## config.mk

```make
export PLATFORM = sky130hd
export DESIGN_NAME = la_clkgatectrl
export DESIGN_NICKNAME = d
export VERILOG_FILES = /design/src/rtl/la_clkgatectrl.sv
export SDC_FILE = /design/constraint.sdc
export NUM_CORES = 1
export LEC_CHECK = 0
export BUFFER_PORTS_ARGS = -buffer_cell sky130_fd_sc_hd__buf_2
export CORE_ASPECT_RATIO = 1.1
export CORE_MARGIN = 3
export CORE_UTILIZATION = 50
export CTS_BUF_LIST = sky130_fd_sc_hd__clkbuf_8
export CTS_CLUSTER_SIZE = 16
export DETAILED_ROUTE_END_ITERATION = 10
export PLACE_DENSITY = 0.81
export SLEW_MARGIN = 20
export SYNTH_ARGS = -nofsm -noshare
export SYNTH_HDL_FRONTEND = slang
export SYNTH_SLANG_ARGS = --single-unit
```

## constraint.sdc

```tcl
create_clock -name clk -period 7.03 [get_ports clk]
set_input_delay 0.3515 -clock clk [delete_from_list [all_inputs] [get_ports clk]]
set_output_delay 0.3515 -clock clk [all_outputs]
set_load 0.03 [all_outputs]
```

## src/rtl/la_clkgatectrl.sv

```systemverilog
// Idle-driven clock-gate controller: produces the enable for a downstream
// NAND clock gate, shutting the clock after idle_cycles and waking on request.
module la_clkgatectrl #(
  parameter     PROP        = "DEFAULT",
  parameter int CW          = 8,
  parameter int WAKE_CYCLES = 2
) (
  input  logic          clk,
  input  logic          nreset,
  input  logic          req,
  input  logic          force_on,
  input  logic [CW-1:0] idle_cycles,
  output logic          en_gate,
  output logic          ready,
  output logic          gated
);

  typedef enum logic [1:0] {
    ST_ON    = 2'd0,
    ST_DRAIN = 2'd1,
    ST_OFF   = 2'd2,
    ST_WAKE  = 2'd3
  } state_t;

  localparam logic [CW-1:0] CNT_ONE   = {{(CW-1){1'b0}}, 1'b1};
  localparam logic [CW-1:0] WAKE_LAST = CW'(WAKE_CYCLES - 1);

  state_t        state_q;
  state_t        state_d;
  logic [CW-1:0] cnt_q;
  logic [CW-1:0] cnt_d;
  logic [CW-1:0] idle_last;
  logic          en_pre;
  logic          act;

  assign act       = req | force_on;
  // Live idle_cycles is used so a reduction mid-drain takes effect at once.
  assign idle_last = idle_cycles - CNT_ONE;

  always_comb begin
    state_d = state_q;
    cnt_d   = cnt_q;
    case (state_q)
      ST_ON: begin
        if (!act && (idle_cycles != '0)) begin
          state_d = ST_DRAIN;
          cnt_d   = '0;
        end
      end
      ST_DRAIN: begin
        if (act || (idle_cycles == '0)) begin
          state_d = ST_ON;
        end else if (cnt_q >= idle_last) begin
          state_d = ST_OFF;
        end else begin
          cnt_d = cnt_q + CNT_ONE;
        end
      end
      ST_OFF: begin
        if (act) begin
          state_d = ST_WAKE;
          cnt_d   = '0;
        end
      end
      ST_WAKE: begin
        if (cnt_q == WAKE_LAST) begin
          state_d = ST_ON;
        end else begin
          cnt_d = cnt_q + CNT_ONE;
        end
      end
      default: state_d = ST_ON;
    endcase
  end

  // Posedge stage: state, counter and registered status outputs
  always_ff @(posedge clk or negedge nreset) begin
    if (!nreset) begin
      state_q <= ST_ON;
      cnt_q   <= '0;
      en_pre  <= 1'b1;
      ready   <= 1'b1;
      gated   <= 1'b0;
    end else begin
      state_q <= state_d;
      cnt_q   <= cnt_d;
      en_pre  <= (state_d != ST_OFF);
      ready   <= (state_d == ST_ON) || (state_d == ST_DRAIN);
      gated   <= (state_d == ST_OFF);
    end
  end

  // Negedge stage: enable only moves while clk is low so the NAND cannot glitch
  always_ff @(negedge clk or negedge nreset) begin
    if (!nreset) begin
      en_gate <= 1'b1;
    end else begin
      en_gate <= en_pre;
    end
  end

endmodule
```

==> Yosys cells after proc, flatten, opt, wreduce, memory -nomap -nowiden <==
Cells that the tools add are included.
{ "word_totals": {"input_bits": 12, "n_memories": 0, "word_cells": 43, "out_inout_bits": 3, "latchBits": 0, "rom_bits": 0, "mem_bits_rw": 0, "ff_bits": 14} }
{ "op_classes": {"n_mul": 0, "n_eq_ne": 12, "order_cmp": 1, "n_div": 0, "n_reduce_logical": 9, "addsub": 2, "n_bitwise": 1, "shift": 0, "mux": 12} }
{ "ops": {"columns": ["cell", "n"], "rows": [
  ["8-bit two-way mux", 5],
  ["8-bit case mux with 4 select lines", 1],
  ["2-bit != test (second input constant)", 6],
  ["2-bit two-way mux", 5],
  ["8-bit by 1-bit adder with 8-bit output (second input constant)", 1],
  ["8-bit by 1-bit == test with 1-bit output (second input constant)", 1],
  ["8-bit >= comparator", 1],
  ["8-bit zero test", 1],
  ["2-bit case mux with 4 select lines", 1],
  ["8-bit nonzero test", 1],
  ["8-bit by 1-bit subtractor with 8-bit output (second input constant)", 1],
  ["2-bit == test (second input constant)", 3],
  ["5-bit AND reduction", 1],
  ["2-bit by 1-bit == test with 1-bit output (second input constant)", 2],
  ["2-bit zero test", 2],
  ["1-bit logical OR", 2],
  ["1-bit logical AND", 1],
  ["1-bit zero test", 1],
  ["1-bit OR", 1]
]} }

==> Logic depth before layout (Yosys ltp) <==
{ "depth": {"depth_word": 7, "mapped_depth": 14, "ltp_nobuf": 13} }

==> summary.txt <==
Final layout
  – Layout area overhead: 14.03%
  – Most common cell after layout, fill and taps aside: buf_2
  – Ant. Diodes: 0
  – Fin cells: 143
  – Layout Nets: 150
  – Proportion of layout cells with a drive suffix above 1: 18.40%
  – Most frequent cells in the layout: 14 x buf_2, 12 x ha_1, 11 x dfrtp_1
  – Final design utilization: 61.53%

Placed design
  – HPWL after DPL: about 1500 um
  – PortBufs: 14
  – Final GP Congestion: about 0.77
  – Dpl cells: 138

Power
  – Max IR drop VDD: 0.1697 mV
  – Power density cells: 256.9 nW/um2
  – Pleak: 0.4911 nW
  – Power after layout: 0.0002848 W

STA
  – Pins Over Slew Limit: 0
  – Post-route setup TNS: 0 ns
  – Final setup fails: 0
  – RSZ-0062 raised after global routing: no
  – Final hold vios: 0
  – Worst clock skew: around 0.070 ns
  – Worst Max-Slew Pin Slew: approximately 0.57 ns
  – Slew HR: 61.54%

GRT
  – Via count of the first global-routing pass: 734
  – Largest net degree at the start of global routing: 15
  – Gr ovfl total: 0
  – Gr usage total: 17.30%
  – Initial antenna violation count: 0
  – First-pass GRT wire length: 2967 um

Yosys
  – Synthesized Nets: 132
  – Sequential area share after synthesis: around 36%
  – Netlist area before placement: a little under 1000 um2
  – Compound-cell area share of the yosys netlist: a little under a fifth
  – FF+latch count, synth: 14
  – Multiplexer share of the synthesized area: 0%
  – Synth top area cells: dfrtp_1 28%, ha_1 15%, dfstp_2 8.1%
  – Synth warn: 0
  – Simple logic cell fraction of the synthesized area: approximately a fifth
  – Largest family of logic cells by synthesized area: simple AND/OR/NAND/NOR gates
  – Mapped Cells: 108
  – Adder-cell share of the synthesized area: 15.44%
  – Avg Inst Size Synth: 9.002 um2
  – Synth unique cells: 34
  – Synth area leader: dfrtp_1
  – XOR/XNOR Fraction of Synth Area: 5.405%
  – Synth top area share: 28.31%

Worst setup path
  – Launch point of the critical path: en_gate
  – RR Endpoint: en_gate
  – Worst endpoint required time: 6.68 ns
  – Worst path cell trace: buf_2
  – Crit Path Max Fanout: 1
  – CP endpoint kind: output pin
  – Crit path kind: reg2out
  – Data arrival time of the worst path: 4.51 ns
  – CP startpoint kind: flip-flop
  – Bufs and invs on worst path: 1
  – Reg-to-reg startpoint: en_pre
  – R2R setup slack: 3.02 ns
  – Crit path max-delay family: flip-flops
  – R2R cell count: 0
  – Slowest-stage cell, CP: dfstp_2
  – CP max stage delay: 0.50 ns

Clock network
  – Clock Latency Late Sink: 0.31 ns
  – Root Buffer: clkbuf_8
  – CTS tree: built
  – Clock Path Buffers: 2
  – CTS Sinks: 14
  – H-tree depth: 1
  – Clock transition at path regs: 0.06 ns
  – Resize count post-CTS: 0
  – TritonCTS Buffers: 3
  – Postcts setup bufs: 0

Die
  – Initial Util: between 50% and 60%
  – DIE AREA: 2510 um2
  – Row cnt: 16
  – Die W: 48.04 um
  – IO Pins: 15
  – Core Footprint: 1802 um2
  – Die Height: 52.25 um

Drt
  – Vias/cell: 5.762
  – Drt wl/cell: 13.10 um
  – Post-route ant nets: 0
  – Drc violations: 0
  – Pre-Repair DR Iteration Count: 4
  – Vias: 824
  – Initial DRC Count: 18
  – Final WL: between 1500 and 2000 um

Flow run
  – Max-cap violation count: 0

Status
  – Status: finished, final reports clean

Min path
  – Hold Path Class: in2async
[report_power, final]
group          internal (W)  switching (W)   total, W  leakage (nW)
Combinational     0.0000374      0.0000601  0.0000976         0.281
Sequential         0.000102      0.0000163   0.000118         0.182
Clock             0.0000395      0.0000297  0.0000692        0.0285
Total              0.000179       0.000106   0.000285         0.491
[metal layers]
layer / vias to the layer above / track usage [%] / wire length [um] / share of wire [%]
met2: 20 / 28.41 / 926 / 49
met3: 4 / 7.216 / 90 / 4.8
met5: - / 0 / 0 / 0
li1: 419 / - / - / -
met1: 381 / 19.14 / 830 / 44
met4: 0 / 6.726 / 25 / 1.3
[through the flow]
stage	hold WS, ns	area, um2	setup slack, ns
5_1_grt	0.5509	1109	2.147
2_1_floorplan	0.05591	972.2	2.575
4_1_cts	0.5251	1109	2.163
3_5_place_dp	0.2562	1054	2.490
6_report	0.5171	1109	2.165
3_3_place_gp	0.2479	1054	2.492
[sequential cells by signal (all words and copies together) (netlist names)]
register / count
en_gate: 1
gated: 1
en_pre: 1
ready: 1
state_q: 2
cnt_q: 8
[worst max path at each step]
stage | to | slack [ns] | cells past startpoint
2_1_floorplan | en_gate | 2.58 | 0
3_3_place_gp | en_gate | 2.49 | 1
3_5_place_dp | en_gate | 2.49 | 1
4_1_cts | en_gate | 2.16 | 1
5_1_grt | en_gate | 2.15 | 1
6_report | en_gate | 2.17 | 1
[cell type report]
| cell class | count | area, um2 |
|---|---|---|
| clock buffer | 3 | 41.29 |
| clock inverter | 2 | 7.507 |
| fill | 153 | 693.2 |
| inverter | 7 | 26.28 |
| multi-input combinational | 84 | 576.8 |
| sequential | 14 | 354.1 |
| tap | 18 | 22.52 |
| timing repair buffer | 15 | 80.08 |
[logic make-up (layout without fill, tap and decap cells)]
family | after synthesis | count (layout)
adders and majority gates | 12 | 12
and+or+nand+nor | 37 | 37
DFF | 14 | 14
buffers and inverters | 10 | 27
AOI/OAI and AO/OA | 29 | 29
xor gates and xnor gates | 6 | 6
[Yosys cell counts]
library cell	instances
a2111oi_0	1
a21oi_1	7
a31o_1	1
a31oi_1	1
a41o_1	1
and2_1	3
buf_4	1
clkbuf_1	1
dfrtp_1	11
dfstp_2	3
ha_1	12
inv_1	7
inv_2	1
nand2_1	10
nand2b_1	2
nand3_1	2
nand3b_1	1
nand4_1	1
nor2_1	6
nor2b_1	1
nor3_1	2
nor3b_1	1
nor4_1	2
o21a_1	2
o21a_2	1
o21ai_0	10
o22a_1	1
o31ai_1	3
o41ai_1	1
or2_2	1
or3_1	3
or4_1	2
xnor2_1	3
xor2_1	3
[what timing repair did]
| action | in CTS | in global routing |
|---|---|---|
| hold buffers | 1 | 0 |
| setup endpoints to repair | 0 | 0 |
| hold endpoints to repair | 11 | 0 |
(Power assumes the default switching activity.)
